[config.mk]
export PLATFORM = sky130hd
export DESIGN_NAME = write_buffer_arbiter
export DESIGN_NICKNAME = d
export VERILOG_FILES = /design/src/rtl/write_buffer_arbiter.sv
export SDC_FILE = /design/constraint.sdc
export NUM_CORES = 1
export LEC_CHECK = 0
export ABC_AREA = 1
export CAP_MARGIN = 20
export CORE_AREA = 3 3 249 251
export CTS_CLUSTER_SIZE = 12
export DETAILED_ROUTE_END_ITERATION = 8
export DIE_AREA = 0 0 252 254
export DONT_BUFFER_PORTS = 1
export SLEW_MARGIN = 20
export SYNTH_ARGS = -nofsm -noshare
export SYNTH_HDL_FRONTEND = slang
export SYNTH_SLANG_ARGS = --single-unit
[constraint.sdc]
create_clock -name clk -period 3.8 [get_ports clk]
set_input_delay 0.76 -clock clk [delete_from_list [all_inputs] [get_ports clk]]
set_output_delay 0.76 -clock clk [all_outputs]
set_load 0.02 [all_outputs]
[src/rtl/write_buffer_arbiter.sv]
// Round-robin arbiter sharing one write_axi_buffer between dcache writeback (req0) and the
// uncached store path (req1). Optional perf counters: define WBUF_ARB_PERF_CNT_EN.
module write_buffer_arbiter #(
    parameter int unsigned LINE_SIZE = 16
) (
    input  logic                   clk,
    input  logic                   rst,

    input  logic                   req0_valid,
    output logic                   req0_ready,
    input  logic                   req0_uncached,
    input  logic [31:0]            req0_addr,
    input  logic [2:0]             req0_size,
    input  logic [3:0]             req0_wstrb,
    input  logic [31:0]            req0_data,
    input  logic [LINE_SIZE*8-1:0] req0_line,
    output logic                   req0_done,

    input  logic                   req1_valid,
    output logic                   req1_ready,
    input  logic                   req1_uncached,
    input  logic [31:0]            req1_addr,
    input  logic [2:0]             req1_size,
    input  logic [3:0]             req1_wstrb,
    input  logic [31:0]            req1_data,
    input  logic [LINE_SIZE*8-1:0] req1_line,
    output logic                   req1_done,

    output logic                   wbuf_en,
    output logic                   wbuf_uncached,
    output logic [31:0]            wbuf_addr,
    output logic [2:0]             wbuf_size,
    output logic [3:0]             wbuf_wstrb,
    output logic [31:0]            wbuf_data,
    output logic [LINE_SIZE*8-1:0] wbuf_line,
    input  logic                   wbuf_empty,

    input  logic [31:0]            query_addr,
    output logic                   query_hit
`ifdef WBUF_ARB_PERF_CNT_EN
    ,
    output logic [31:0]            perf_grant0,
    output logic [31:0]            perf_grant1,
    output logic [31:0]            perf_busy_cycles
`endif
);

    typedef enum logic {StIdle, StBusy} state_e;

    localparam logic [31:0] LineMask = ~(32'(LINE_SIZE) - 32'd1);
    localparam logic [31:0] WordMask = 32'hFFFF_FFFC;

    state_e      state_q, state_d;
    logic        owner_q, owner_d;
    logic [31:0] owner_addr_q, owner_addr_d;
    logic        owner_uncached_q, owner_uncached_d;
    logic        last_grant_q, last_grant_d;

    logic        grant;
    logic        winner;
    logic        cmp_active;
    logic        cmp_uncached;
    logic [31:0] cmp_addr;

    always_comb begin
        grant  = (state_q == StIdle) && wbuf_empty && (req0_valid || req1_valid);
        // Tie goes to whoever did not win last; a lone requester wins outright.
        winner = (req0_valid && req1_valid) ? ~last_grant_q : req1_valid;

        state_d          = state_q;
        owner_d          = owner_q;
        owner_addr_d     = owner_addr_q;
        owner_uncached_d = owner_uncached_q;
        last_grant_d     = last_grant_q;

        req0_ready    = 1'b0;
        req1_ready    = 1'b0;
        req0_done     = 1'b0;
        req1_done     = 1'b0;
        wbuf_en       = 1'b0;
        wbuf_uncached = 1'b0;
        wbuf_addr     = '0;
        wbuf_size     = '0;
        wbuf_wstrb    = '0;
        wbuf_data     = '0;
        wbuf_line     = '0;

        unique case (state_q)
            StIdle: begin
                if (grant) begin
                    wbuf_en = 1'b1;
                    if (winner) begin
                        req1_ready    = 1'b1;
                        wbuf_uncached = req1_uncached;
                        wbuf_addr     = req1_addr;
                        wbuf_size     = req1_size;
                        wbuf_wstrb    = req1_wstrb;
                        wbuf_data     = req1_data;
                        wbuf_line     = req1_line;
                    end else begin
                        req0_ready    = 1'b1;
                        wbuf_uncached = req0_uncached;
                        wbuf_addr     = req0_addr;
                        wbuf_size     = req0_size;
                        wbuf_wstrb    = req0_wstrb;
                        wbuf_data     = req0_data;
                        wbuf_line     = req0_line;
                    end
                    state_d          = StBusy;
                    owner_d          = winner;
                    owner_addr_d     = wbuf_addr;
                    owner_uncached_d = wbuf_uncached;
                    last_grant_d     = winner;
                end
            end
            StBusy: begin
                if (wbuf_empty) begin
                    state_d   = StIdle;
                    req0_done = ~owner_q;
                    req1_done = owner_q;
                end
            end
        endcase
    end

    // Hazard window covers the grant cycle (winner payload) and the whole BUSY phase.
    always_comb begin
        cmp_active   = (state_q == StBusy) || grant;
        cmp_addr     = (state_q == StBusy) ? owner_addr_q : wbuf_addr;
        cmp_uncached = (state_q == StBusy) ? owner_uncached_q : wbuf_uncached;
        query_hit    = cmp_active &&
                       (((query_addr ^ cmp_addr) & (cmp_uncached ? WordMask : LineMask)) == 32'd0);
    end

    always_ff @(posedge clk or posedge rst) begin
        if (rst) begin
            state_q          <= StIdle;
            owner_q          <= 1'b0;
            owner_addr_q     <= '0;
            owner_uncached_q <= 1'b0;
            last_grant_q     <= 1'b1;
        end else begin
            state_q          <= state_d;
            owner_q          <= owner_d;
            owner_addr_q     <= owner_addr_d;
            owner_uncached_q <= owner_uncached_d;
            last_grant_q     <= last_grant_d;
        end
    end

`ifdef WBUF_ARB_PERF_CNT_EN
    logic [31:0] perf_grant0_q, perf_grant0_d;
    logic [31:0] perf_grant1_q, perf_grant1_d;
    logic [31:0] perf_busy_q, perf_busy_d;

    always_comb begin
        perf_grant0_d = perf_grant0_q;
        perf_grant1_d = perf_grant1_q;
        perf_busy_d   = perf_busy_q;
        if (grant && !winner) perf_grant0_d = perf_grant0_q + 32'd1;
        if (grant && winner)  perf_grant1_d = perf_grant1_q + 32'd1;
        if (state_q == StBusy) perf_busy_d  = perf_busy_q + 32'd1;
    end

    always_ff @(posedge clk or posedge rst) begin
        if (rst) begin
            perf_grant0_q <= '0;
            perf_grant1_q <= '0;
            perf_busy_q   <= '0;
        end else begin
            perf_grant0_q <= perf_grant0_d;
            perf_grant1_q <= perf_grant1_d;
            perf_busy_q   <= perf_busy_d;
        end
    end

    assign perf_grant0      = perf_grant0_q;
    assign perf_grant1      = perf_grant1_q;
    assign perf_busy_cycles = perf_busy_q;
`endif

endmodule

Word level (Yosys, flattened, before mapping)

Index checks and enable logic that the tools add are counted.

Flip-flop bits (word level): 36
Bits of input ports: 437
Output and inout port bits: 206
Logic and storage cells: 54

Multiplexer cells: 36
Bitwise gates (word level): 5
Reduce and logical (&&, ||, !) cells: 8

Operator list:

| cell                                  | number |
|---|---|
| 128-bit two-way mux                   | 3 |
| 32-bit two-way mux                    | 7 |
| 32-bit bitwise AND                    | 1 |
| 32-bit logical NOT                    | 1 |
| 32-bit bitwise XOR                    | 1 |
| 1-bit two-way mux                     | 18 |
| 4-bit two-way mux                     | 4 |
| 3-bit two-way mux                     | 3 |
| 1-bit logical AND                     | 4 |
| 1-bit inverter                        | 3 |
| 1-bit logical OR                      | 2 |
| 1-bit one-hot mux with 2 select lines | 1 |
| 2-bit AND reduction                   | 1 |

Longest topological paths before layout

Word-level depth: 10
Depth in mapped cells: 14
Mapped depth without buffers: 13

Worst setup path before layout

OpenSTA, ideal clock, no wires.

Path kind: input to output
From: input req0_valid
To: output wbuf_line[119]
Arrival time: 2.127 ns
Data required time: 3.040 ns
Setup slack: 0.913 ns
Stages on the path: 6
Path buffers: 2
Path through: nand2_1 nand2_1 buf_2 nor2_2 clkbuf_1 a22o_1

Word-level cells in the longest chain between the ends: 5
Elaborated cells on any way between the ends: 7
Classes of those cells: mux (4); reduce/logical (3)

Ends and longest elaborated chain:

| element               | line | RTL |
|---|---|---|
| start, declared       | 9    | `input logic req0_valid,` |
| 1-bit logical AND     | 68   | `winner = (req0_valid && req1_valid) ? ~last_grant_q : req1_valid;` |
| 1-bit two-way mux     | 68   |  |
| 128-bit two-way mux   | 92   | `if (winner) begin` |
| 128-bit two-way mux * | 90   | `if (grant) begin` |
| 128-bit two-way mux * | 88   | `unique case (state_q)` |
| end, declared         | 35   | `output logic [LINE_SIZE*8-1:0] wbuf_line,` |

Every way passes the cells marked *; elsewhere a longest branch is shown, timed or not.

Worst setup path after layout

From: register state_q
To: output wbuf_data[31]

Word-level cells in the longest chain between the ends: 5

Ends and longest elaborated chain:

| element                         | line | RTL |
|---|---|---|
| start, declared                 | 53   | `state_e state_q, state_d;` |
| start signal, assigned          | 137  | `state_q <= StIdle;` |
| start signal, assigned          | 143  | `state_q <= state_d;` |
| 1-bit inverter                  | n/a  |  |
| 1-bit logical AND (2 in series) | 66   | `grant = (state_q == StIdle) && wbuf_empty && (req0_valid \|\| req1_valid);` |
| 32-bit two-way mux              | 90   |  |
| 32-bit two-way mux *            | 88   |  |
| end, declared                   | 34   | `output logic [31:0] wbuf_data,` |

Marks and branches as above.

==> results.cfg <==
[clock_network]
hold_buffers = 0
cts_buffer_depth = 2
h-tree-depth = 2
cts_buffers = 5
clk-insertion-delay-late_ns = 0.29
cts_tree = yes
cts.sinks = 34
clk_pin_slew_ns = 0.06
clock-root-buffer = clkbuf_16

[route]
ant_nets = 0
via_per_inst = 3.83
dr.pass1.iters = 7
vias = 6187
drt_iter0_markers = 680
wire_per_inst_um = 35.6
drcViolationCount = 0
routed_wl_um = 57500

[synth]
synth_cells = 692
syn_area_um2 = 4420
synth-seq-cells = 34
async_flop_share_pct = 100
synth_ff_type = dfrtp_1
synth_cell_types = 19
synth_edf_count = 0
synth.largest_area_cell = a22o_1
synth.top_cells.by_count = nand2_1 (223), a22o_1 (169), inv_1 (98)
yosysMostFrequentCell = nand2_1
synth_top_area_share_pct = 33.5
synthesis.nets = 1129
synth_area_leaders = a22o_1 (34%), nand2_1 (19%), dfrtp_1 (19%), inv_1 (8.3%), nand3_1 (5.4%)
yosysWarnings = 0
synth.avg_cell_area_um2 = 6.38
yosysSeqAreaShare_pct = 19.3

[critical_path]
cp-start-kind = flip-flop
critical_path_class = flip-flop to output pin
crit_required_ns = 3.04
cp.arrival_ns = 2.87
startpoint = state_q$_DFF_PP0_
critPathCaptureType = output pin
reg2reg_from = state_q$_DFF_PP0_
critPathMaxFanout = 52

[global_routing]
grt_max_degree = 172
grt_pass1_wl_um = 65100
overflow = 0
grt_pass1_vias = 5392
grt_usage_pct = 16.5
antenna_found_initial = 24

[status]
status = completed

[flow_run]
maxCapViolCount = 0

[timing]
min_period_ns = 3.63
fmax_mhz = 276
maxSlewHeadroom_pct = 33.0
period_share_pct = 95.5
worstMarginPinSlew_ns = 1.00
holdWs_ns = 0.465
totalNegativeSetupSlack_ns = 0
worst_slack_ns = 0.172
slew_viol_final = 0
finalSetupViolations = 0
fin_worst_skew_ns = 0.0105
hold_viol = 0
grt_setup_unrepaired = false

[cells_and_area]
finalNetCount = 1249
final_layout_size_suffix_gt1_share_pct = 22.6
design_area_um2 = 8490
area_growth_pct = 92.2
fillers = 6833
postLayoutCoreUtil_pct = 14.1

[place]
placed_cell_area_um2 = 8170
portBuffers = 0
dp_hpwl_um = 52000
place.gp.congestion = 0.933
dp_worst_setup_slack_ns = 0.0727

[pwr]
leakagePower_nw = 3.98
p_per_area_nw_per_um2 = 345
vdd_drop_max_mv = 0.115

[floorplan]
die_x_um = 252
start_util_pct = 7.34
io_pins = 643
core-area_um2 = 60100
rows = 90
die-area_um2 = 64000
die_h_um = 254

[min_path]
hold_path_class = primary input to asynchronous set/reset pin
[cells in the final DEF, fill, tap and decap left out]
cell       Yosys  layout
a21oi_4        0       1
a22o_1       169     169
a22oi_2        0       1
buf_12         0     142
buf_4          1      21
buf_6          0       2
bufbuf_16      0       1
bufinv_16      0       2
clkbuf_16      0       5
clkinv_4       0       1
dfrtp_1       33      33
dfstp_2        1       1
diode_2        0      19
inv_1         98      98
inv_2          2       2
nand2_1      223     222
nand2_4        0       1
nand3_1       48      47
nand3_2        0       1
nand3b_1      24      24
nor2_1        17      17
nor2_4         1       2
nor3_1         2       1
nor3_2         0       1
o211ai_1       7       7
o21ai_0       11      11
[what timing repair did]
| item | in CTS | in global routing |
|---|---|---|
| gates cloned | 1 | 0 |
| pin swaps | 0 | 1 |
| setup endpoints to repair | 27 | 15 |
| resized for setup | 2 | 3 |
| buffers inserted | 1 | 1 |
[registers in the layout, indices dropped and copies added (netlist names)]
| name | count |
|---|---|
| state_q | 1 |
| owner_addr_q | 30 |
| owner_uncached_q | 1 |
| last_grant_q | 1 |
| owner_q | 1 |
[worst paths after layout]
| kind | end | slack [ns] | depth (start not counted) |
|---|---|---|---|
| max reg2reg | owner_uncached_q$_DFFE_PP0P_ | 1.80 | 9 |
| min reg2reg | last_grant_q$_DFFE_PP1P_ | 0.47 | 2 |
| max | wbuf_data[31] | 0.17 | 10 |
| min | owner_addr_q[3]$_DFFE_PP0P_ | 0.46 | 2 |
| min in group clk | last_grant_q$_DFFE_PP1P_ | 0.47 | 2 |
| max in group asynchronous | last_grant_q$_DFFE_PP1P_ | 2.93 | 2 |
[per-stage QoR]
step / cells / total power, mW
6_report: 1614 / 2.93
5_1_grt: 1598 / 3.10
4_1_cts: 1594 / 2.97
3_5_place_dp: 1584 / 2.38
3_3_place_gp: 1584 / 2.37
2_1_floorplan: 692 / 1.32
[routing by layer]
metal	part of all wire (%)	GRT usage (%)
met5	0.78	2.48
met2	41	23.6
met3	25	18.2
met1	30	15.0
met4	3.8	5.52
[cells by family (layout without fill, tap and decap cells)]
group	Yosys count	in the layout	share of synthesized area, %
AND/OR/NAND/NOR	316	316	30.5
other	0	19	0
AO/OA/AOI/OAI	189	189	36.3
buffers and inverters	153	274	13.9
flip-flops	34	34	19.3
[where the power goes]
part | internal (mW) | leakage, nW | switching (mW)
registers | 0.455 | 0.414 | 0.0449
logic | 0.775 | 3.47 | 1.10
clock network | 0.378 | 0.0941 | 0.179
total | 1.61 | 3.98 | 1.32
[worst max-delay path, cell delays in order (launching register included)]
cell	delay (ns)
dfrtp_1	0.38
inv_2	0.18
nand2_1	0.18
nor2_4	0.21
buf_12	0.22
inv_2	0.17
a21oi_4	0.19
buf_12	0.24
buf_12	0.28
a22o_1	0.29
buf_12	0.15
[cell type report]
cell class | count | area (um2) | area share [%]
inverters | 100 | 375 | 4.42
well taps | 782 | 978 | 11.5
clock inverters | 3 | 68.8 | 0.810
diodes | 19 | 47.5 | 0.560
clock buffers | 5 | 125 | 1.47
repair buffers | 166 | 3060 | 36.0
flip-flops and latches | 34 | 852 | 10.0
multi-input cells | 505 | 2990 | 35.2
Power figures use the tool's default switching activity.
